[src/rtl/window_seq_pkg.sv]
// Shared types and constants for the window frame sequencer.
//
// Contents:
//    seqState_t  - sequencer states: IDLE, RUN, DRAIN
//    FIFO_DEPTH  - number of entries held by the output FIFO
package window_seq_pkg;

   typedef enum logic [1:0] {
      IDLE  = 2'd0,
      RUN   = 2'd1,
      DRAIN = 2'd2
   } seqState_t;

   localparam int FIFO_DEPTH = 4;

endpackage

[src/rtl/window_frame_sequencer_if.sv]
// Streaming bus around the window frame sequencer.
//
// Signals:
//    in_valid / in_sample / in_ready        - filtered-sample stream from the FIFO/low-pass stage
//    win_sample / win_index                 - sample and coefficient index to the windowing datapath
//    win_product                            - registered product returned by the datapath
//    out_valid / out_data / out_first /
//    out_last / out_ready                   - windowed-frame stream to the FFT
//
// Modports:
//    master - the sequencer side
//    slave  - the surrounding environment (source, datapath, FFT)
interface window_frame_sequencer_if #(
   parameter int W     = 16,
   parameter int IDX_W = 10
);

   logic             in_valid;
   logic [W-1:0]     in_sample;
   logic             in_ready;
   logic [W-1:0]     win_sample;
   logic [IDX_W-1:0] win_index;
   logic [2*W-1:0]   win_product;
   logic             out_valid;
   logic [2*W-1:0]   out_data;
   logic             out_first;
   logic             out_last;
   logic             out_ready;

   modport master (
      input  in_valid, in_sample, win_product, out_ready,
      output in_ready, win_sample, win_index, out_valid, out_data, out_first, out_last
   );

   modport slave (
      output in_valid, in_sample, win_product, out_ready,
      input  in_ready, win_sample, win_index, out_valid, out_data, out_first, out_last
   );

endinterface

[src/rtl/win_out_fifo.sv]
// Small synchronous FIFO holding tagged windowed samples on their way to the FFT.
//
// Ports:
//    clk, reset  - rising-edge clock, synchronous active-high reset
//    i_push      - write i_data this cycle
//    i_data      - entry to write
//    i_pop       - discard the head entry this cycle
//    o_data      - head entry, forced to zero while empty
//    o_empty     - no entries held
//    o_count     - number of entries held
module win_out_fifo #(
   parameter int WIDTH = 34,
   parameter int DEPTH = 4,
   localparam int PW   = (DEPTH > 1) ? $clog2(DEPTH) : 1,
   localparam int CW   = $clog2(DEPTH + 1)
) (
   input  logic             clk,
   input  logic             reset,
   input  logic             i_push,
   input  logic [WIDTH-1:0] i_data,
   input  logic             i_pop,
   output logic [WIDTH-1:0] o_data,
   output logic             o_empty,
   output logic [CW-1:0]    o_count
);

   logic [WIDTH-1:0] r_mem [DEPTH];
   logic [PW-1:0]    r_wrPtr;
   logic [PW-1:0]    r_rdPtr;
   logic [CW-1:0]    r_count;
   logic             w_full;
   logic             w_doPush;
   logic             w_doPop;

   // Pointers wrap explicitly so depths that are not a power of two also work.
   function automatic logic [PW-1:0] nextPtr(input logic [PW-1:0] ptr);
      return (ptr == PW'(DEPTH - 1)) ? '0 : ptr + PW'(1);
   endfunction

   assign o_empty  = (r_count == '0);
   assign w_full   = (r_count == CW'(DEPTH));
   assign w_doPush = i_push && !w_full;
   assign w_doPop  = i_pop && !o_empty;
   assign o_count  = r_count;

   // Zero while empty keeps the output quiet after reset; while an entry waits
   // at the head it cannot change because writes only land in free slots.
   assign o_data = o_empty ? '0 : r_mem[r_rdPtr];

   // Storage carries no reset; validity is tracked entirely by r_count.
   always_ff @(posedge clk) begin
      if (w_doPush) begin
         r_mem[r_wrPtr] <= i_data;
      end
   end

   // Pointer and occupancy bookkeeping; push and pop together leave the count alone.
   always_ff @(posedge clk) begin
      if (reset) begin
         r_wrPtr <= '0;
         r_rdPtr <= '0;
         r_count <= '0;
      end else begin
         if (w_doPush) begin
            r_wrPtr <= nextPtr(r_wrPtr);
         end
         if (w_doPop) begin
            r_rdPtr <= nextPtr(r_rdPtr);
         end
         case ({w_doPush, w_doPop})
            2'b10:   r_count <= r_count + CW'(1);
            2'b01:   r_count <= r_count - CW'(1);
            default: r_count <= r_count;
         endcase
      end
   end

   // The sequencer's flow control guarantees room for every push.
   noOverflow: assert property (@(posedge clk) disable iff (reset) !(i_push && w_full));

endmodule

[src/rtl/window_frame_sequencer.sv]
// Window frame sequencer: pulls filtered samples, steps the window coefficient
// index through frames of N samples, and forwards the windowed products to the
// FFT with first/last frame tags.
//
// Ports:
//    clk, reset     - rising-edge clock, synchronous active-high reset
//    i_start        - pulse that arms continuous framing
//    i_stop         - pulse that ends framing after the current frame
//    bus            - sample input, datapath and output streams (master side)
//    o_busy         - high whenever the sequencer is not idle
//    o_frame_count  - number of completed frames, wrapping at 16 bits
module window_frame_sequencer
   import window_seq_pkg::*;
#(
   parameter int W     = 16,
   parameter int N     = 1024,
   parameter int IDX_W = 10
) (
   input  logic                    clk,
   input  logic                    reset,
   input  logic                    i_start,
   input  logic                    i_stop,
   window_frame_sequencer_if.master bus,
   output logic                    o_busy,
   output logic [15:0]             o_frame_count
);

   localparam int FW  = 2*W + 2;
   localparam int CW  = $clog2(FIFO_DEPTH + 1);
   localparam int CW1 = CW + 1;
   localparam logic [IDX_W-1:0] LAST_IDX = IDX_W'(N - 1);

   seqState_t        r_state;
   logic [IDX_W-1:0] r_idx;
   logic             r_inflight;
   logic             r_tagFirst;
   logic             r_tagLast;
   logic             r_stopPending;
   logic [15:0]      r_frameCount;

   logic             w_inReady;
   logic             w_accept;
   logic             w_outValid;
   logic             w_pop;
   logic             w_fifoEmpty;
   logic [CW-1:0]    w_fifoCount;
   logic [FW-1:0]    w_fifoData;

   // Samples already in the FIFO plus the one whose product is still in the
   // datapath must never exceed the FIFO depth, so space is reserved up front.
   assign w_inReady = !reset && (r_state == RUN) &&
                      (({1'b0, w_fifoCount} + CW1'(r_inflight)) < CW1'(FIFO_DEPTH));
   assign w_accept  = bus.in_valid && w_inReady;

   // The datapath registers the product on the accept edge, so it needs the
   // sample and index combinationally in the same cycle.
   assign bus.in_ready   = w_inReady;
   assign bus.win_sample = bus.in_sample;
   assign bus.win_index  = r_idx;

   assign w_outValid    = !reset && !w_fifoEmpty;
   assign w_pop         = w_outValid && bus.out_ready;
   assign bus.out_valid = w_outValid;
   assign bus.out_data  = reset ? '0 : w_fifoData[2*W-1:0];
   assign bus.out_first = !reset && w_fifoData[FW-1];
   assign bus.out_last  = !reset && w_fifoData[FW-2];

   assign o_busy        = !reset && (r_state != IDLE);
   assign o_frame_count = r_frameCount;

   // Sequencer FSM: the index advances on every accepted sample, the tags ride
   // along one cycle behind to meet the product, and DRAIN waits until both the
   // datapath stage and the FIFO have emptied before going idle.
   always_ff @(posedge clk) begin
      if (reset) begin
         r_state       <= IDLE;
         r_idx         <= '0;
         r_inflight    <= 1'b0;
         r_tagFirst    <= 1'b0;
         r_tagLast     <= 1'b0;
         r_stopPending <= 1'b0;
         r_frameCount  <= '0;
      end else begin
         r_inflight <= w_accept;
         if (w_accept) begin
            r_tagFirst <= (r_idx == '0);
            r_tagLast  <= (r_idx == LAST_IDX);
         end
         unique case (r_state)
            IDLE: begin
               if (i_start) begin
                  r_state       <= RUN;
                  r_idx         <= '0;
                  r_stopPending <= i_stop;
               end
            end
            RUN: begin
               if (i_stop) begin
                  r_stopPending <= 1'b1;
               end
               if (w_accept) begin
                  if (r_idx == LAST_IDX) begin
                     r_idx        <= '0;
                     r_frameCount <= r_frameCount + 16'd1;
                     if (r_stopPending || i_stop) begin
                        r_state <= DRAIN;
                     end
                  end else begin
                     r_idx <= r_idx + IDX_W'(1);
                  end
               end
            end
            DRAIN: begin
               if (!r_inflight && w_fifoEmpty) begin
                  r_state       <= IDLE;
                  r_stopPending <= 1'b0;
               end
            end
            default: r_state <= IDLE;
         endcase
      end
   end

   win_out_fifo #(
      .WIDTH (FW),
      .DEPTH (FIFO_DEPTH)
   ) u_outFifo (
      .clk     (clk),
      .reset   (reset),
      .i_push  (r_inflight),
      .i_data  ({r_tagFirst, r_tagLast, bus.win_product}),
      .i_pop   (w_pop),
      .o_data  (w_fifoData),
      .o_empty (w_fifoEmpty),
      .o_count (w_fifoCount)
   );

endmodule

[src/flat_wrapper.sv]
// flat-port wrapper written by rule: the top's interface ports become plain ports
module window_frame_sequencer_flat import window_seq_pkg::*;
#(
   parameter int W     = 16,
   parameter int N     = 1024,
   parameter int IDX_W = 10
)
  (clk, reset, i_start, i_stop, o_busy, o_frame_count, bus_in_valid, bus_in_sample, bus_win_product, bus_out_ready, bus_in_ready, bus_win_sample, bus_win_index, bus_out_valid, bus_out_data, bus_out_first, bus_out_last);
  window_frame_sequencer_if #(.W(W), .IDX_W(IDX_W)) bus_i ();
  input  logic clk;
  input  logic reset;
  input  logic i_start;
  input  logic i_stop;
  output logic o_busy;
  output logic [15:0] o_frame_count;
  input wire logic [$bits(bus_i.in_valid)-1:0] bus_in_valid;
  input wire logic [$bits(bus_i.in_sample)-1:0] bus_in_sample;
  input wire logic [$bits(bus_i.win_product)-1:0] bus_win_product;
  input wire logic [$bits(bus_i.out_ready)-1:0] bus_out_ready;
  output wire logic [$bits(bus_i.in_ready)-1:0] bus_in_ready;
  output wire logic [$bits(bus_i.win_sample)-1:0] bus_win_sample;
  output wire logic [$bits(bus_i.win_index)-1:0] bus_win_index;
  output wire logic [$bits(bus_i.out_valid)-1:0] bus_out_valid;
  output wire logic [$bits(bus_i.out_data)-1:0] bus_out_data;
  output wire logic [$bits(bus_i.out_first)-1:0] bus_out_first;
  output wire logic [$bits(bus_i.out_last)-1:0] bus_out_last;
  assign bus_i.in_valid = bus_in_valid;
  assign bus_i.in_sample = bus_in_sample;
  assign bus_i.win_product = bus_win_product;
  assign bus_i.out_ready = bus_out_ready;
  assign bus_in_ready = bus_i.in_ready;
  assign bus_win_sample = bus_i.win_sample;
  assign bus_win_index = bus_i.win_index;
  assign bus_out_valid = bus_i.out_valid;
  assign bus_out_data = bus_i.out_data;
  assign bus_out_first = bus_i.out_first;
  assign bus_out_last = bus_i.out_last;
  window_frame_sequencer #(.W(W), .N(N), .IDX_W(IDX_W)) u_core (.clk(clk), .reset(reset), .i_start(i_start), .i_stop(i_stop), .bus(bus_i), .o_busy(o_busy), .o_frame_count(o_frame_count));
endmodule
[config.mk]
export PLATFORM = sky130hd
export DESIGN_NAME = window_frame_sequencer_flat
export DESIGN_NICKNAME = d
export VERILOG_FILES = /design/src/rtl/window_seq_pkg.sv /design/src/rtl/window_frame_sequencer_if.sv /design/src/rtl/win_out_fifo.sv /design/src/rtl/window_frame_sequencer.sv /design/src/flat_wrapper.sv
export SDC_FILE = /design/constraint.sdc
export NUM_CORES = 1
export LEC_CHECK = 0
export BUFFER_PORTS_ARGS = -buffer_cell sky130_fd_sc_hd__buf_2
export CAP_MARGIN = 20
export CORE_MARGIN = 4
export CORE_UTILIZATION = 30
export CTS_CLUSTER_SIZE = 10
export DETAILED_ROUTE_END_ITERATION = 7
export PLACE_DENSITY = 0.47
export REMOVE_ABC_BUFFERS = 1
export SETUP_SLACK_MARGIN = 0.1
export SYNTH_ARGS = -nofsm -noshare
export SYNTH_HDL_FRONTEND = slang
export SYNTH_SLANG_ARGS = --single-unit
[constraint.sdc]
create_clock -name clk -period 3.1 [get_ports clk]
set_input_delay 0.62 -clock clk [delete_from_list [all_inputs] [get_ports clk]]
set_output_delay 0.62 -clock clk [all_outputs]
set_load 0.02 [all_outputs]
* Yosys cells after proc, flatten, opt, wreduce, memory -nomap -nowiden *
Memories as Yosys holds them, arrays and structs flattened. A register that Yosys moved wholly into a read port is not among the register bits.
Cells that the tools add are included.

storage, ports and cells
  register bits after elaboration = 39
  memories = 1
  logic and storage cells = 83
  output and inout bits = 79
  input port bits = 54
  bits in writable memories = 136

cells by class
  reduce and logical (&&, ||, !) cells = 27
  equality and inequality tests = 14
  add/subtract/negate cells = 7
  multiplexer cells = 23
  order comparisons = 1

memories
  name                    depth  width  read ports  clocked after Yosys merged registers in  wr ports  line                RTL
  u_core.u_outFifo.r_mem  4      34     1           1                                        1         win_out_fifo.sv:27  logic [WIDTH-1:0] r_mem [DEPTH];

operator list
  operator               count
  $mux 34                1
  $mux 32                1
  $mux 10                3
  $pmux 10 s2            1
  $mux 2                 9
  $add 16x1->16 const B  1
  $logic_and 1x1->1      11
  $add 10x1->10 const B  1
  $eq 10x10->1 const B   1
  $logic_not 10->1       1
  $eq 2x2->1 const B     4
  $ne 2x2->1 const B     4
  $pmux 2 s3             1
  $pmux 3 s2             1
  $reduce_and 3->1       2
  $reduce_bool 2->1      3
  $mux 1                 5
  $reduce_and 5->1       1
  $add 2x1->2 const B    2
  $add 3x1->4            1
  $eq 2x1->1 const B     2
  $logic_not 1->1        4
  $lt 4x3->1 const B     1
  $ne 2x1->1 const B     2
  other kinds (9)        9

* Logic depth before layout (Yosys ltp) *
Gate-level depths: netlist (run 1).

  depth after elaboration = 7
  depth in mapped cells = 11
  mapped depth without buffers = 8

* Cells and area by module *
A second synthesis (run 1) with hierarchy kept.

second synthesis, totals
  cell total of the unflattened synthesis = 548
  area total of the unflattened synthesis = 8025.2 sq um

by module, submodules not included
  module                  seq. area each (sq um)  times used  cells an instance  area an instance (sq um)
  win_out_fifo            4264.1                  1           267                5785.5
  window_frame_sequencer  640.6                   1           281                2239.6

* Worst setup path before layout (run 1) *
Ideal clock, no wire load.

  path type = register -> register
  from = register u_core.u_outFifo.r_count[2] (netlist: u_core.u_outFifo.o_count[2])
  to = register u_core.u_outFifo.r_count[2] (netlist: u_core.u_outFifo.o_count[2])
  required time = 2.972 ns
  stages on the path, launching flop included = 12
  setup time = 0.128 ns
  data arrival time = 2.320 ns
  clock period less this slack = 2.448 ns
  path buffers = 3
  path slack = 0.652 ns
  cell sequence = dfxtp_1 -> buf_2 -> nor3_1 -> or2_2 -> clkbuf_1 -> clkbuf_1 -> nor3b_1 -> fa_1 -> or2_2 -> mux2i_1 -> xnor2_1 -> nor2_1

between the ends
  longest elaborated chain between the ends = 7
  elaborated cells on any way between the ends = 14
  classes of those cells = add/sub: 2; eq/ne: 3; mux: 1; reduce/logical: 8

ends and longest elaborated chain
  what                                                    line                                              RTL
  from (decl)                                             win_out_fifo.sv:30                                logic [CW-1:0] r_count;
  from (signal assigned)                                  win_out_fifo.sv:71                                2'b10: r_count <= r_count + CW'(1);
  from (signal assigned)                                  win_out_fifo.sv:72                                2'b01: r_count <= r_count - CW'(1);
  from (signal assigned)                                  win_out_fifo.sv:73                                default: r_count <= r_count;
  $logic_not 3->1                                         win_out_fifo.sv:40                                assign o_empty = (r_count == '0);
  $logic_not 1->1                                         win_out_fifo.sv:43, window_frame_sequencer.sv:61
  $logic_and 1x1->1                                       window_frame_sequencer.sv:61                      assign w_outValid = !reset && !w_fifoEmpty;
  $logic_and 1x1->1                                       window_frame_sequencer.sv:62                      assign w_pop = w_outValid && bus.out_ready;
  $logic_and 1x1->1                                       win_out_fifo.sv:43                                assign w_doPop = i_pop && !o_empty;
  $eq 2x1->1 / $eq 2x2->1 (equally long branches)         win_out_fifo.sv:70                                case ({w_doPush, w_doPop})
  $pmux 3 s2 / $reduce_bool 2->1 (equally long branches)  --

Parallel ways exist; a longest one is shown, timed or not.
A chain may end at the register's enable or synchronous reset.

==> results of run 1 <==
[layout make-up]
class	instances	area share (%)
flip-flops and latches	177	55.4
multi-input cells	271	25.7
repair buffers	110	7.21
clock buffers	19	4.89
well taps	324	4.58
clock inverters	12	1.68
inverters	12	0.509
[placed cells by master (no fill, tap or decap), drive strengths merged, types with 7 or more instances in the layout]
cell and n:
mux2i 7, buf 110, a21oi 24, o31ai 7, nand2 18, inv 18
or3 12, nand4 7, nor2b 35, ha 12, mux4 34, clkbuf 19
dfxtp 41, nand3 11, edfxtp 136, o21ai 26, nor2 27
[metal layers]
layer / vias up / share of wire [%] / global-route usage (%)
met1: 2195 / 46 / 14.9
met3: 18 / 5.6 / 3.88
met4: 2 / 1.2 / 3.08
li1: 2068 / - / -
met2: 141 / 47 / 17.8
met5: - / 0.071 / 0
[stage by stage]
step	power, mW	std cells
finish	6.34	925
floorplan	3.80	460
CTS	6.47	925
detailed placement	4.31	894
global placement	4.29	894
global route	6.68	925
[cells in the mapped netlist (3+ instances only)]
library cell / number
buf_2: 5
and3_1: 4
mux4_2: 34
nand2_1: 18
nand4_1: 5
inv_1: 12
ha_1: 12
edfxtp_1: 136
mux2i_1: 7
o21ai_0: 26
nor3_1: 5
xnor2_1: 5
and2_1: 6
a21oi_1: 23
nand3_1: 11
clkbuf_1: 16
dfxtp_1: 41
nor2_1: 27
buf_4: 17
or3_1: 12
nor2b_1: 35
nand2b_1: 3
o31ai_1: 7
[power breakdown]
group	switching [mW]	leakage [nW]	internal, mW
sequential	0.109	1.55	2.66
combinational	0.799	1.28	0.650
clock	0.911	0.280	1.21
total	1.82	3.11	4.52
[cell families (layout without fill, tap and decap cells)]
logic type | after synthesis | count (layout) | synth area share (%)
flip-flops | 177 | 177 | 65.8
AND/OR/NAND/NOR | 146 | 146 | 11.3
AO/OA/AOI/OAI | 65 | 65 | 5.02
buffers and inverters | 52 | 153 | 3.76
multiplexers | 41 | 41 | 11.2
adder cells (fa/ha/maj) | 13 | 13 | 2.28
XOR/XNOR | 6 | 6 | 0.705
[worst max-delay path, stage by stage (launching register included)]
cell     delay [ns]
dfxtp_2        0.56
buf_12         0.26
mux4_2         0.53
nor2b_1        0.16
buf_2          0.16
[state kept, by name, summed over array words and instances, names as in the netlist, named ones only]
| name | flops |
|---|---|
| u_core.bus.win_index | 10 |
| u_core.u_outFifo.o_count | 3 |
| u_core.r_inflight | 1 |
| u_core.r_stopPending | 1 |
| u_core.r_tagLast | 1 |
| u_core.u_outFifo.r_rdPtr | 2 |
| u_core.u_outFifo.r_wrPtr | 2 |
| u_core.o_frame_count | 16 |
| u_core.r_state | 2 |
| u_core.u_outFifo.r_mem | 136 |
| u_core.r_tagFirst | 1 |
[final timing paths]
kind	endpoint	slack, ns	startpoint
setup / recovery	bus_out_data[30]	0.37	flop
hold / removal	u_core.u_outFifo.r_mem[0][0]	0.41	bus_win_product[0]
setup reg to reg	u_core.o_frame_count[15]	0.59	u_core.r_state[1]
hold reg to reg	u_core.r_stopPending	0.48	u_core.r_stopPending
==> metrics.csv, run 1 <==
stage,metric,value,unit
floorplan,rows,57,
final_layout,final_layout_size_suffix_gt1_share,31.1,%
logic_synthesis,synth_area_leaders,"edfxtp_1 55%, dfxtp_1 11%, mux4_2 10%",
final_layout,seq_area,0.00491,mm²
timing,hold_viol_final,0,
power,power_density,716,mW/mm²
power,leakagePower,3.11,nW
logic_synthesis,syn_area,0.00746,mm²
logic_synthesis,avgSynthCellArea,14.9,µm²
power,ir_drop,0.361,mV
clocking,post_cts_buffers,0,
logic_synthesis,synth_edf_count,136,
logic_synthesis,ys_seq_area_share,65.8,%
timing,setup_violations,0,
global_routing,track_usage,11.3,%
setup_path,arrival,2.11,ns
global_routing,grt_pass1_vias,4541,
timing,setup_slack,0.368,ns
detailed_routing,drt_iter0_markers,185,
setup_path,crit_path_end_kind,output port,
placed_design,portBuffers,100,
timing,rsz0062_at_grt,false,
timing,fin_crit_sh,88.1,%
logic_synthesis,ys_ff_latch,177,
logic_synthesis,synth_cell_types,47,
final_layout,utilization,36.3,%
clocking,clk_latency,0.42,ns
detailed_routing,avgViaCountPerCell,4.78,
floorplan,start_util,30.6,%
detailed_routing,first_pass_iters,4,
setup_path,cp_max_fo,20,
floorplan,coreArea,0.0244,mm²
clocking,h-tree-depth,4,
timing,finClkSkew,0.0136,ns
timing,fin_tns_setup,0,ns
timing,tightestPinTransition,0.747,ns
outcome,status,completed,
timing,relSlewSlack,49.8,%
clocking,cts_resized,0,
clocking,cts_buffers,17,
floorplan,die_w,166,µm
floorplan,die_area,0.0274,mm²
final_layout,multiInputGateArea,0.00228,mm²
logic_synthesis,ys_async_sr_fraction,0,%
placed_design,place_area,0.00827,mm²
placed_design,post-place-ws,0.470,ns
logic_synthesis,yosys.area.top_type,edfxtp_1,
timing,hold_slack,0.414,ns
logic_synthesis,synth_top_area_share,54.8,%
timing,fin_crit,2.73,ns
clocking,hold_buffers,0,
floorplan,ios,133,
logic_synthesis,syn_inst,500,
setup_path,worst-setup-path-type,flop to output port,
detailed_routing,via_count,4424,
global_routing,grt_remaining_overflow,0,
detailed_routing,wl,15.5,mm
min_path,hold-path-cell-count,1,
floorplan,die_y,166,µm
timing,clock.fmax,366,MHz
setup_path,cp-start-kind,flop,
final_layout,insertedDiodeCount,0,
clocking,clockBufferDepth,2,
final_layout,final_area,0.00886,mm²
final_layout,fillers,2375,
logic_synthesis,synthFlopType,edfxtp_1,
global_routing,antenna_found_initial,1,
clocking,clk_pin_slew,0.07,ns
final_layout,fin_nets,656,
clocking,root_buffer,clkbuf_16,
global_routing,grt_pass1_wl,24.5,mm
timing,final_max_slew_viol_count,0,
setup_path,ff2ff_path_depth,7,
global_routing,grt_max_degree,36,
setup_path,required,2.48,ns
placed_design,gp_congestion,0.766,
placed_design,place_hpwl,10.1,mm
clocking,cts_tree,done,
detailed_routing,routedWlPerCell,16.7,µm
detailed_routing,drc,0,
min_path,hp-class,input port to flop,
detailed_routing,antenna_left,0,
clocking,cts_sinks,177,
logic_synthesis,yosysWarnings,0,
final_layout,area_delta_synth_final,18.7,%
run,drv_cap,0,
Note: power is estimated with default switching activity, not from simulation.
==> inputs of run 2 (changes only) <==
--- a/config.mk
+++ b/config.mk
@@ -5,6 +5,7 @@
 export SDC_FILE = /design/constraint.sdc
 export NUM_CORES = 1
 export LEC_CHECK = 0
+export ABC_AREA = 1
 export BUFFER_PORTS_ARGS = -buffer_cell sky130_fd_sc_hd__buf_2
 export CAP_MARGIN = 20
 export CORE_MARGIN = 4
==> run 2 against run 1 <==
Effect of this change: die area rose by 4.1%; highest routed layer is now met4; wire length rose by 20%; synthesized cell count rose by 55%; largest cell class unchanged; critical path type unchanged.
==> metrics.csv, run 2 <==
stage,metric,value,unit
final_layout,top_register,u_core.u_outFifo.r_mem,
floorplan,die_w,169,µm
floorplan,die_y,169,µm
timing,tightestPinTransition,0.583,ns
clocking,cts_tree,done,
power,clkPwrFrac,35.7,%
clocking,h-tree-depth,4,
floorplan,rows,58,
timing,setup_violations,0,
placed_design,portBuffers,100,
placed_design,gp_congestion,0.764,
timing,finClkSkew,0.0131,ns
clocking,cts_buffers,17,
power,power_density,682,mW/mm²
logic_synthesis,syn_area,0.00778,mm²
global_routing,grt_pass1_wl,29.7,mm
final_layout,layout_commonest_cell,nor2_1,
timing,fin_crit,2.72,ns
setup_path,critical-path-top-delay-family,buffers and inverters,
clocking,clockBufferDepth,2,
detailed_routing,antenna_left,0,
floorplan,die_area,0.0286,mm²
clocking,clk_pin_slew,0.08,ns
clocking,cts_sinks,177,
setup_path,worstPathBufferInverterCount,2,
final_layout,fillers,2554,
power,p_sw,2.07,mW
timing,relSlewSlack,61.1,%
final_layout,multiInputGateArea,0.00245,mm²
detailed_routing,drt_iter0_markers,303,
timing,hold_viol_final,0,
detailed_routing,drc,0,
global_routing,grt_pass1_vias,5526,
power,p_int,4.22,mW
detailed_routing,routedWlPerCell,15.4,µm
logic_synthesis,synth_cell_types,39,
placed_design,dpl.cell_count,1174,
logic_synthesis,synthFlopType,edfxtp_1,
timing,final_max_slew_viol_count,0,
power,combPwrFrac,21.2,%
final_layout,insertedDiodeCount,0,
power,ir_drop,0.317,mV
global_routing,antenna_found_initial,0,
logic_synthesis,synth_top_area_share,52.5,%
final_layout,finalNonFillerCells,1206,
setup_path,cp_max_fo,20,
detailed_routing,wl,18.5,mm
power,switching_share,32.8,%
placed_design,post-place-ws,0.581,ns
setup_path,crit_path_end_kind,output port,
logic_synthesis,ys_async_sr_fraction,0,%
clocking,cts_resized,0,
floorplan,start_util,30.7,%
final_layout,final_area,0.00922,mm²
floorplan,ios,133,
logic_synthesis,yosys.area.top_type,edfxtp_1,
setup_path,worst-setup-path-type,flop to output port,
setup_path,required,2.48,ns
final_layout,seq_area,0.00491,mm²
setup_path,slowest_delay,0.44,ns
logic_synthesis,ys_ff_latch,177,
setup_path,arrival,2.10,ns
logic_synthesis,ys_seq_area_share,63.0,%
logic_synthesis,synth.cells.most_frequent,"183 x nor2_1, 136 x edfxtp_1, 87 x nand2_1, 85 x o21ai_0, 56 x a21oi_1",
setup_path,crit_chain,nor2_2 > nand2_1 > nand2_2 > buf_4 > a21oi_1 > buf_2,
run,drv_cap,0,
placed_design,place_hpwl,11.3,mm
outcome,status,completed,
clocking,clk_latency,0.43,ns
logic_synthesis,synth_area_leaders,"edfxtp_1 52%, dfxtp_1 11%, nor2_1 8.8%",
logic_synthesis,synth_edf_count,136,
setup_path,critPathSlowestCell,dfxtp_1,
clocking,root_buffer,clkbuf_16,
logic_synthesis,syn_inst,777,
floorplan,coreArea,0.0253,mm²
timing,clock.fmax,368,MHz
final_layout,final_layout_size_suffix_gt1_share,19.7,%
clocking,hold_buffers,0,
global_routing,grt_max_degree,69,
min_path,hp-class,input port to flop,
timing,rsz0062_at_grt,false,
detailed_routing,via_count,5580,
global_routing,track_usage,13.2,%
power,pwr-share-seq,43.1,%
final_layout,area_delta_synth_final,18.4,%
detailed_routing,first_pass_iters,4,
placed_design,place_area,0.00859,mm²
logic_synthesis,synth.most_common_cell,nor2_1,
setup_path,cp-start-kind,flop,
detailed_routing,avgViaCountPerCell,4.63,
logic_synthesis,yosysWarnings,0,
clocking,post_cts_buffers,0,
timing,setup_slack,0.381,ns
power,leakagePower,3.50,nW
final_layout,fin_nets,930,
logic_synthesis,avgSynthCellArea,10.0,µm²
global_routing,grt_remaining_overflow,0,
final_layout,largest_reg_flops,136,
timing,fin_crit_sh,87.7,%
final_layout,final_cell_mix,"179 x nor2_1, 136 x edfxtp_1, 100 x buf_2, 87 x nand2_1, 85 x o21ai_0",
[run 2: changes by cell type after synthesis, moves of 5 or more]
| cell | change |
|---|---|
| o31ai_1 | -5 |
| nand3_1 | +18 |
| mux2i_1 | -7 |
| inv_1 | +35 |
| a21oi_1 | +33 |
| nand4_1 | +5 |
| mux4_2 | -34 |
| nor2_1 | +156 |
| o21ai_0 | +59 |
| nand2_1 | +69 |
| nor2b_1 | -35 |
| or3_1 | -12 |
| and2_1 | -6 |
[run 2: area by class of cell]
class | count | area share [%]
clock buffer | 17 | 4.62
timing repair buffer | 113 | 6.66
multi-input combinational | 500 | 26.6
clock inverter | 15 | 2.20
tap | 330 | 4.48
inverter | 54 | 2.25
sequential | 177 | 53.2
[run 2: cells by family (layout without fill, tap and decap cells)]
group / after synthesis / count (layout) / share of synthesized area (%)
xor+xnor: 5 / 5 / 0.563
simple gates: 331 / 331 / 18.3
buf+inv: 100 / 199 / 5.90
fa+ha+maj: 13 / 13 / 2.19
flops: 177 / 177 / 63.0
compound gates: 151 / 151 / 10.0
[run 2: power groups by stage]
stage	logic, mW	clock network, mW	registers [mW]
after floorplan	0.814	0	2.82
after global placement	1.35	0	2.77
after detailed placement	1.36	0	2.77
after CTS	1.36	2.31	2.71
after global routing	1.53	2.42	2.73
final	1.33	2.24	2.71
[run 2: metal layers]
layer	track usage [%]	wire, µm	up-vias
li1	-	-	2796
met1	18.0	8740	2628
met2	21.1	8690	146
met3	3.22	959	10
met4	3.68	144	0
met5	0	0	-
[run 2: path summary, 6_finish.rpt]
path | endpoint | slack, ns | depth (start not counted) | from
worst max register to register | u_core.u_outFifo.o_count[2] | 0.85 | 9 | u_core.u_outFifo.o_count[0]
worst min register to register | u_core.r_stopPending | 0.47 | 2 | u_core.r_stopPending
worst min-delay path | u_core.u_outFifo.r_mem[1][22] | 0.41 | 1 | bus_win_product[22]
worst max-delay path | bus_out_data[19] | 0.38 | 6 | u_core.u_outFifo.o_count[0]
[run 2: through the flow]
stage / util [%] / power, mW / hold slack [ns] / TNS (ns)
after floorplan: - / 3.63 / 0.433 / -0.675
after global placement: 33.9 / 4.12 / 0.450 / 0
after detailed placement: 33.9 / 4.12 / 0.458 / 0
after CTS: 36.4 / 6.39 / 0.384 / 0
after global routing: 36.4 / 6.67 / 0.386 / 0
final: 36.4 / 6.29 / 0.408 / 0
